**config.mk**
```make
export PLATFORM = sky130hd
export DESIGN_NAME = mac_ctrl
export DESIGN_NICKNAME = d
export VERILOG_FILES = /design/src/rtl/mac_ctrl.sv
export SDC_FILE = /design/constraint.sdc
export NUM_CORES = 1
export LEC_CHECK = 0
export BUFFER_PORTS_ARGS = -buffer_cell sky130_fd_sc_hd__buf_4
export CAP_MARGIN = 20
export CORE_UTILIZATION = 54
export CTS_BUF_LIST = sky130_fd_sc_hd__clkbuf_2 sky130_fd_sc_hd__clkbuf_4 sky130_fd_sc_hd__clkbuf_8
export DETAILED_ROUTE_END_ITERATION = 7
export GPL_TIMING_DRIVEN = 0
export PLACE_DENSITY = 0.82
export SLEW_MARGIN = 20
export SYNTH_ARGS = -nofsm -noshare
export SYNTH_HDL_FRONTEND = slang
export SYNTH_SLANG_ARGS = --single-unit
```
**constraint.sdc**
```tcl
create_clock -name clk -period 2.6 [get_ports clk]
set_input_delay 0.13 -clock clk [delete_from_list [all_inputs] [get_ports clk]]
set_output_delay 0.13 -clock clk [all_outputs]
set_load 0.005 [all_outputs]
```
**src/rtl/mac_ctrl.sv**
```systemverilog
// rtl/mac_ctrl.sv - tile sequencer for a row x col MAC array: kernel load, activation stream, drain
module mac_ctrl #(
  parameter int row     = 8,
  parameter int col     = 8,
  parameter int len_bw  = 8,
  parameter int addr_bw = 11
) (
  input  logic               clk,
  input  logic               reset,
  input  logic               start,
  input  logic [len_bw-1:0]  num_vec,
  input  logic [addr_bw-1:0] w_base,
  input  logic [addr_bw-1:0] x_base,
  input  logic               stall,
  output logic               cen,
  output logic [addr_bw-1:0] addr,
  output logic [1:0]         inst_w,
  output logic               busy,
  output logic               done
);

  // One counter serves LOAD (row words), EXEC (num_vec words) and DRAIN (row+col cycles),
  // so it must be wide enough for whichever of those is largest.
  localparam int drain_bw = $clog2(row + col + 1);
  localparam int cnt_bw   = (drain_bw > len_bw) ? drain_bw : len_bw;

  localparam logic [cnt_bw-1:0] load_last  = cnt_bw'(row - 1);
  localparam logic [cnt_bw-1:0] drain_last = cnt_bw'(row + col - 1);
  localparam logic [cnt_bw-1:0] cnt_one    = cnt_bw'(1);

  typedef enum logic [2:0] {IDLE, LOAD, EXEC, DRAIN, DONE} state_t;

  state_t             state, state_next;
  logic [cnt_bw-1:0]  cnt, cnt_next, cnt_inc;
  logic [len_bw-1:0]  num_vec_q;
  logic [addr_bw-1:0] w_base_q, x_base_q, last_addr, rd_addr;
  logic               rd_load, rd_exec, latch;

  assign cnt_inc = cnt + cnt_one;

  // Next-state, counter and per-cycle read decisions; a stalled EXEC cycle issues nothing.
  always_comb begin
    state_next = state;
    cnt_next   = cnt;
    rd_load    = 1'b0;
    rd_exec    = 1'b0;
    latch      = 1'b0;
    done       = 1'b0;
    case (state)
      IDLE: begin
        if (start) begin
          latch      = 1'b1;
          cnt_next   = '0;
          state_next = LOAD;
        end
      end
      LOAD: begin
        rd_load = 1'b1;
        if (cnt == load_last) begin
          cnt_next   = '0;
          state_next = (num_vec_q == '0) ? DRAIN : EXEC;
        end else begin
          cnt_next = cnt_inc;
        end
      end
      EXEC: begin
        if (!stall) begin
          rd_exec = 1'b1;
          if (cnt_inc == cnt_bw'(num_vec_q)) begin
            cnt_next   = '0;
            state_next = DRAIN;
          end else begin
            cnt_next = cnt_inc;
          end
        end
      end
      DRAIN: begin
        if (cnt == drain_last) begin
          cnt_next   = '0;
          state_next = DONE;
        end else begin
          cnt_next = cnt_inc;
        end
      end
      DONE: begin
        done       = 1'b1;
        state_next = IDLE;
      end
      default: state_next = IDLE;
    endcase
  end

  // Address follows the running counter in LOAD/EXEC (held while stalled), otherwise the last read.
  always_comb begin
    rd_addr = last_addr;
    if (state == LOAD) begin
      rd_addr = w_base_q + addr_bw'(cnt);
    end else if (state == EXEC) begin
      rd_addr = x_base_q + addr_bw'(cnt);
    end
  end

  assign cen  = ~(rd_load | rd_exec);
  assign addr = rd_addr;
  assign busy = (state != IDLE);

  // FSM state register.
  always_ff @(posedge clk or posedge reset) begin
    if (reset) begin
      state <= IDLE;
    end else begin
      state <= state_next;
    end
  end

  // Counter, latched tile parameters, held address, and array instruction delayed to match SRAM latency.
  always_ff @(posedge clk or posedge reset) begin
    if (reset) begin
      cnt       <= '0;
      num_vec_q <= '0;
      w_base_q  <= '0;
      x_base_q  <= '0;
      last_addr <= '0;
      inst_w    <= 2'b00;
    end else begin
      cnt    <= cnt_next;
      inst_w <= {rd_exec, rd_load};
      if (latch) begin
        num_vec_q <= num_vec;
        w_base_q  <= w_base;
        x_base_q  <= x_base;
      end
      if (rd_load | rd_exec) begin
        last_addr <= rd_addr;
      end
    end
  end

endmodule

```
* Word level (Yosys, flattened, before mapping)
Cells that the tools add are included.
** Storage, ports and cells
- Flip-flop bits (word level) :: 54
- Logic and storage cells :: 51
** Cells by class
- Add/subtract/negate cells :: 3
- Eq/ne operators :: 12
- Multiplexer cells :: 21
- Bitwise gates (word level) :: 2
- Reduce and logical (&&, ||, !) cells :: 6
** Operators by type and width (count)
- $mux 8 :: 5
- $pmux 8 s4 :: 1
- $add 11x8->11 :: 2
- $mux 11 :: 2
- $mux 3 :: 5
- $pmux 3 s4 :: 1
- $ne 2x2->1 const B :: 5
- $add 8x1->8 const B :: 1
- $eq 8x3->1 const B :: 1
- $eq 8x4->1 const B :: 1
- $eq 8x8->1 :: 1
- $logic_not 8->1 :: 1
- $mux 1 :: 7
- $eq 3x2->1 const B :: 2
- $reduce_and 5->1 :: 1
- $reduce_bool 4->1 :: 1
- $eq 3x1->1 const B :: 1
- $eq 3x3->1 const B :: 1
- $logic_not 3->1 :: 1
- $reduce_and 3->1 :: 1
- $reduce_bool 3->1 :: 1
- $not 1->1 :: 1
- $or 1x1->1 :: 1

* Logic depth before layout (Yosys ltp)
Gate-level depths: netlist of run 1.
- Depth in word-level cells :: 5
- Mapped depth :: 9

* Least setup slack after synthesis of run 1
No wires, ideal clock.
- Path kind :: register to register
- From :: register cnt[0]
- To :: register last_addr[8]
- Library setup time :: 125 ps
- Data arrival time :: 2589 ps
- Slack :: -113 ps
- Cell stages (with the launch flop) :: 10
- Buffers on the path :: 0
- Period minus slack after synthesis :: 2713 ps
- Path through :: dfrtp_1 > ha_1 > fa_1 > a21o_1 > a21o_1 > a2111o_1 > a21oi_2 > xnor2_1 > mux2_2 > mux2_2
** On the way
- Longest elaborated chain between the ends :: 3
- Elaborated cells on any way between the ends :: 4
- Those cells by class :: 2 x add/sub; 2 x mux
** Ends and longest elaborated chain
- start: declaration :: RTL line 34 : logic [cnt_bw-1:0] cnt, cnt_next, cnt_inc;
- start signal: assignment :: RTL line 126 : cnt <= cnt_next;
- $add 11x8->11 :: RTL line 99 : rd_addr = x_base_q + addr_bw'(cnt);
- $mux 11 :: RTL line 98 : end else if (state == EXEC) begin
- $mux 11 * :: RTL line 96 : if (state == LOAD) begin
- end signal: assignment :: RTL line 134 : last_addr <= rd_addr;
- end: declaration :: RTL line 36 : logic [addr_bw-1:0] w_base_q, x_base_q, last_addr, rd_addr;
Every way passes the cells marked *; elsewhere a longest branch is shown, timed or not.
A chain may end at the register's enable or synchronous reset.

* Final worst setup path of run 1
- From :: register cnt[0]
- To :: output addr[10]
** On the way
- Longest elaborated chain between the ends :: 3
- Elaborated cells on any way between the ends :: 4
- Those cells by class :: 2 x add/sub; 2 x mux
** Ends and longest elaborated chain
- $add 11x8->11 :: RTL line 99
- $mux 11 :: RTL line 98
- $mux 11 * :: RTL line 96
- end: declaration :: RTL line 16 : output logic [addr_bw-1:0] addr,
Marks and branches as above.

==> flow_metrics.tcl, run 1 <==
set metrics [dict create \
    maxSlewHeadroom_pct 52.1 \
    wire_per_inst_microns 18.2 \
    holdWs_ps 29.6 \
    worstSetupPathType "register to output port" \
    fin_ws_ps -483 \
    synth.cell_area_sq_um 3380 \
    cap_violations 0 \
    cp_max_fo 3 \
    ys_async_sr_fraction_pct 100 \
    status "finished with violations" \
    seq_area_frac_synth_pct 40.0 \
    combPwrFrac_pct 62.5 \
    rows 28 \
    power_density_nw_per_um2 1340 \
    rrSetupSlack_ps -270 \
    firstDrtPassIters 5 \
    die_area_sq_um 6580 \
    drive_gt1_share_pct 29.3 \
    fmax_ghz 0.324 \
    endpoint_kind "output port" \
    synth_edf_count 0 \
    finalCritPeriodShare_pct 119 \
    design_area_sq_um 4140 \
    arrival_ps 2950 \
    cts_buffers 5 \
    power_uw 5550 \
    track_usage_pct 28.2 \
    seqPwrFrac_pct 28.6 \
    start_util_pct 56.4 \
    clock_power_share_pct 8.9 \
    clkLatencyLatePin_ps 310 \
    ys_seq_elements 54 \
    internal_power_uw 3200 \
    wl_met3_microns 526 \
    final.setup.tns_ps -1850 \
    drtIter0Drc 231 \
    routabilityCongestion 0.900 \
    ys.flop_type "dfrtp_1" \
    met2_length_mm 4.14 \
    core_area_sq_um 5990 \
    hold_end "x_base_q[1]$_DFFE_PP0P_" \
    vias_per_cell 6.23 \
    synth_area_leaders "dfrtp_1, mux2_2, mux2_1, ha_1, xnor2_1" \
    yosys-top-cells-count "dfrtp_1, nand2_1, nor2_1, mux2_2, mux2_1" \
    netSwitchingPower_uw 2350 \
    synth.most_common_cell "dfrtp_1" \
    reg2reg_depth 11 \
    die_h_microns 81.1 \
    violations "setup timing" \
    hp-start "x_base[1]" \
    syn_to_final_growth_pct 22.5 \
    htreeDepth 2 \
    vias 2960 \
    grt_pass1_wl_mm 13.8 \
    top_layer "met4" \
    synth_top_area_cell "dfrtp_1" \
    min_path_cells 2 \
    fin_crit_ps 3080 \
    swShare_pct 42.4 \
    min_path_type "primary input to register" \
    yosys.cell_types.count 58 \
    tightest_slew_ps 718 \
    rsz0062_at_grt "true" \
    clk_path_buf_depth 2 \
    ant_nets 0 \
    wl_mm 8.63 \
    route.detailed.drc 0 \
    reg2reg_from "cnt[0]$_DFFE_PP0P_" \
    die_x_microns 81.1 \
    avgSynthCellArea_sq_um 10.2 \
    power.leakage_uw 0.00187 \
    antenna_cells 0 \
    wl_met1_mm 3.75 \
    finClkSkew_ps 13.2 \
    critPathLaunch "cnt[0]$_DFFE_PP0P_" \
    cp-start-kind "register" \
    grt_max_degree 55 \
    synth_top_area_share_pct 40.0 \
    syn_nets 384 \
    yosys_warnings 0 \
    overflow 0 \
    hpwl_mm 6.12 \
    antenna_found_initial 0 \
    cp.required_ps 2470 \
    setup_viol 7 \
    fin_nets 452 \
    grt_pass1_vias 2872 \
    cts_sinks 54 \
    hold_viol_final 0 \
    drv_slew 0 \
    cts_tree "built" \
    peakVddDrop_mv 0.747 \
    placed_area_sq_um 3850 \
    r2r-end "last_addr[10]$_DFFE_PP0N_" \
    io_buffers 49 \
    root_buffer "clkbuf_8" \
    io_pins 50 \
    cts.clk_slew.worst_paths_ps 100 \
    syn_inst 331 \
]
## per-layer routing
metal  global-route usage, %  up-vias
li1                        -     1358
met1                    36.1     1457
met2                    48.2      124
met3                    4.61       21
met4                    9.11        0
met5                       0        -
## sequential cells by signal, indices dropped and copies added, names as in the netlist
name / flops
w_base_q: 11
last_addr: 11
cnt: 8
state: 3
inst_w: 2
x_base_q: 11
num_vec_q: 8
## metrics by stage
stage | std cells | setup slack, ps | util (%)
2_1_floorplan | 331 | 31.2 | -
3_3_place_gp | 455 | -375 | 64.2
3_5_place_dp | 455 | -344 | 64.3
4_1_cts | 471 | -419 | 68.1
5_1_grt | 475 | -547 | 69.2
6_report | 475 | -483 | 69.2
## power groups by stage
stage / logic (uW) / clock network, uW / registers (uW)
after CTS: 3260 / 501 / 1590
after floorplan: 2130 / 0 / 1480
after detailed placement: 3010 / 0 / 1610
after global routing: 3780 / 532 / 1630
final: 3470 / 497 / 1590
after global placement: 2900 / 0 / 1580
## critical path, stage by stage, from the launching register on
cell	delay, ps
dfrtp_2	450
ha_4	180
fa_2	360
a21o_1	170
a21o_1	180
a2111o_1	400
buf_4	140
buf_4	120
nand2_2	80
mux2i_1	240
o211ai_1	150
buf_4	170
## what timing repair did
| item | 4_1_cts | 5_1_grt |
|---|---|---|
| gates cloned | 0 | 0 |
| pin swaps | 5 | 7 |
| setup endpoints to repair | 11 | 18 |
| buffers inserted | 7 | 5 |
| endpoints found under the hold margin | 54 | 0 |
| resized for setup | 14 | 7 |
| hold buffers | 1 | 0 |
## cell type report
cell class	instances	area [sq um]
Multi-Input combinational cell	255	2040
Inverter	10	40.0
Clock buffer	8	91.3
Fill cell	441	1850
Tap cell	75	93.8
Timing Repair Buffer	62	472
Sequential cell	54	1350
Buffer	11	47.5
## how the worst max path moves through the flow
stage / endpoint / slack (ps)
finish: addr[10] / -480
global placement: addr[7] / -380
floorplan: last_addr[8]$_DFFE_PP0N_ / 30
global route: addr[8] / -550
CTS: addr[8] / -420
detailed placement: addr[7] / -340
## logic make-up after synthesis
logic type | synth area share (%)
mux | 13.9
xor+xnor | 5.96
simple gates | 12.6
compound gates | 17.4
buf+inv | 2.63
flops | 40.0
fa+ha+maj | 7.48
## cells in the final DEF (no fill, tap or decap), drive strengths merged, types with 11 or more instances in the layout
| master | count |
|---|---|
| a21oi | 19 |
| buf | 68 |
| clkbuf | 12 |
| dfrtp | 54 |
| ha | 17 |
| mux2 | 40 |
| nand2 | 25 |
| nor2 | 22 |
| o21ai | 11 |
| xnor2 | 16 |
(Power assumes the default switching activity.)
==> inputs of run 2 (changes only) <==
--- a/config.mk
+++ b/config.mk
@@ -7,11 +7,13 @@
 export LEC_CHECK = 0
 export BUFFER_PORTS_ARGS = -buffer_cell sky130_fd_sc_hd__buf_4
 export CAP_MARGIN = 20
-export CORE_UTILIZATION = 54
+export CELL_PAD_IN_SITES_DETAIL_PLACEMENT = 0
+export CELL_PAD_IN_SITES_GLOBAL_PLACEMENT = 1
+export CORE_UTILIZATION = 46
 export CTS_BUF_LIST = sky130_fd_sc_hd__clkbuf_2 sky130_fd_sc_hd__clkbuf_4 sky130_fd_sc_hd__clkbuf_8
 export DETAILED_ROUTE_END_ITERATION = 7
 export GPL_TIMING_DRIVEN = 0
-export PLACE_DENSITY = 0.82
+export PLACE_DENSITY = 0.85
 export SLEW_MARGIN = 20
 export SYNTH_ARGS = -nofsm -noshare
 export SYNTH_HDL_FRONTEND = slang
==> constraint.sdc (replaced) <==
create_clock -name clk -period 3.4 [get_ports clk]
set_input_delay 0.17 -clock clk [delete_from_list [all_inputs] [get_ports clk]]
set_output_delay 0.17 -clock clk [all_outputs]
set_load 0.005 [all_outputs]
==> run 2 against run 1 <==
- the run now ends clean
- register-to-register slack improved by 850 ps
- final cell count rose by 2.3%
- first-iteration DRC count decreased by 35%
- wire length decreased by 4.9%
- global-route usage shrank 5.4 points
- power fell by 29%
- clock power down 21%
- flip-flop and latch count stayed put
- cell area down 3.5%
- combinational power is 32% lower
- clock skew shrank 3.3 ps
- critical path type unchanged
- critical endpoint is now addr[8]
- largest power group unchanged
==> flow_metrics.tcl, run 2 (synthesis gave the netlist of run 1 again) <==
set metrics [dict create \
    cts_buffers 5 \
    grt_pass1_wl_mm 13.3 \
    fillCellCount 637 \
    rsz0062_at_grt "false" \
    ant_nets 0 \
    min_path_type "primary input to register" \
    syn_to_final_growth_pct 18.2 \
    start_util_pct 48.7 \
    final.setup.tns_ps 0 \
    core_area_sq_um 6940 \
    finalCritPeriodShare_pct 94.9 \
    cp-start-kind "register" \
    io_pins 50 \
    clock_power_share_pct 9.9 \
    routabilityCongestion 0.868 \
    power_density_nw_per_um2 990 \
    io_buffers 49 \
    internal_power_uw 2280 \
    htreeDepth 2 \
    endpoint_kind "output port" \
    firstDrtPassIters 4 \
    worstSetupPathType "register to output port" \
    vias 2758 \
    drtIter0Drc 151 \
    seqPwrFrac_pct 30.5 \
    power_uw 3960 \
    grt_max_degree 55 \
    cts_tree "built" \
    netSwitchingPower_uw 1670 \
    arrival_ps 3060 \
    fmax_ghz 0.310 \
    dpl.cell_count 476 \
    clk_path_buf_depth 2 \
    die_h_microns 87.7 \
    antenna_cells 0 \
    hold_viol_final 0 \
    hpwl_mm 6.15 \
    maxSlewHeadroom_pct 54.5 \
    wire_per_inst_microns 16.9 \
    cts.clk_slew.worst_paths_ps 100 \
    final_cell_mix "dfrtp_1, buf_4, nand2_1, nor2_1, mux2_2" \
    fin_nets 442 \
    rows 30 \
    grt_pass1_vias 2551 \
    root_buffer "clkbuf_8" \
    die_x_microns 87.7 \
    cp_max_fo 4 \
    status "finished, final reports clean" \
    final_common_cell "dfrtp_1" \
    vias_per_cell 5.67 \
    power.leakage_uw 0.00179 \
    clkLatencyLatePin_ps 320 \
    track_usage_pct 22.7 \
    drv_slew 0 \
    cap_violations 0 \
    route.detailed.drc 0 \
    setup_viol 0 \
    die_area_sq_um 7700 \
    stdcell_count 486 \
    top_regs "last_addr (11), w_base_q (11), x_base_q (11)" \
    wl_mm 8.21 \
    antenna_found_initial 0 \
    swShare_pct 42.3 \
    cp.required_ps 3230 \
    finClkSkew_ps 9.93 \
    tightest_slew_ps 683 \
    drive_gt1_share_pct 23.6 \
    peakVddDrop_mv 0.350 \
    cts_sinks 54 \
    combPwrFrac_pct 59.7 \
    fin_crit_ps 3230 \
    overflow 0 \
]
==> run 2: cell count changes in the layout (fill, tap and decap cells not counted), moves of 2 or more <==
cell      delta
buf_4       -10
clkbuf_4     -3
a21oi_1      +3
o221ai_2     -2
o221ai_1     +2
ha_4         -2
ha_1         +2
a21oi_2      -3
==> run 2: layer usage <==
metal / vias to the layer above / wire [microns] / share of wire [%] / track usage [%]
met5: - / 0 / 0 / 0
li1: 1344 / - / - / -
met1: 1337 / 4030 / 49 / 34.9
met4: 0 / 78 / 0.95 / 4.92
met2: 70 / 3710 / 45 / 33.8
met3: 7 / 390 / 4.8 / 3.11
==> run 2: cell type report <==
| cell class | count | area (sq um) | area share [%] |
|---|---|---|---|
| Sequential cell | 54 | 1350 | 33.9 |
| Tap cell | 96 | 120 | 3.01 |
| Multi-Input combinational cell | 255 | 1950 | 48.8 |
| Timing Repair Buffer | 51 | 385 | 9.64 |
| Buffer | 12 | 51.3 | 1.28 |
| Inverter | 10 | 40.0 | 1.00 |
| Clock inverter | 2 | 12.5 | 0.313 |
| Clock buffer | 6 | 82.6 | 2.07 |
==> run 2: power by group through the flow <==
| stage | Sequential (uW) | Clock, uW | Combinational, uW |
|---|---|---|---|
| 6_report | 1200 | 391 | 2360 |
| 5_1_grt | 1240 | 431 | 2610 |
| 4_1_cts | 1210 | 399 | 2320 |
| 3_5_place_dp | 1220 | 0 | 2300 |
| 3_3_place_gp | 1210 | 0 | 2250 |
| 2_1_floorplan | 1130 | 0 | 1630 |
==> run 2: metrics by stage <==
| step | area, sq um | hold WS, ps | utilization, % | setup slack, ps |
|---|---|---|---|---|
| 2_1_floorplan | 3380 | 287 | - | 687 |
| 3_3_place_gp | 3870 | 380 | 55.7 | 347 |
| 3_5_place_dp | 3870 | 346 | 55.7 | 355 |
| 4_1_cts | 3980 | 50.5 | 57.3 | 31.6 |
| 5_1_grt | 4000 | 48.3 | 57.5 | 65.5 |
| 6_report | 4000 | 54.0 | 57.5 | 175 |
==> run 2: path summary, 6_finish.rpt <==
| path | end | slack (ps) | start | depth (start not counted) |
|---|---|---|---|---|
| setup / recovery | addr[8] | 170 | cnt[0]$_DFFE_PP0P_ | 10 |
| hold / removal | x_base_q[9]$_DFFE_PP0P_ | 50 | x_base[9] | 3 |
| setup reg to reg | last_addr[8]$_DFFE_PP0N_ | 580 | cnt[0]$_DFFE_PP0P_ | 9 |
| hold reg to reg | w_base_q[4]$_DFFE_PP0P_ | 500 | w_base_q[4]$_DFFE_PP0P_ | 1 |
| max in group asynchronous | cnt[1]$_DFFE_PP0P_ | 2420 | reset | 3 |
| min in group asynchronous | x_base_q[2]$_DFFE_PP0P_ | 510 | reset | 3 |
==> run 2: worst max-delay path: stages (launching register included) <==
cell,delay (ps)
dfrtp_2,450
ha_1,240
fa_2,380
a21o_1,170
a21o_1,200
a2111o_1,450
a21oi_2,160
xnor2_1,120
o22a_1,230
o22a_1,190
buf_4,130
==> run 2: repair_timing <==
item | 4_1_cts | 5_1_grt
endpoints found under the hold margin | 43 | 0
setup buffers | 0 | 1
setup endpoints to repair | 1 | 2
hold buffers | 1 | 0
gates resized for setup | 1 | 4
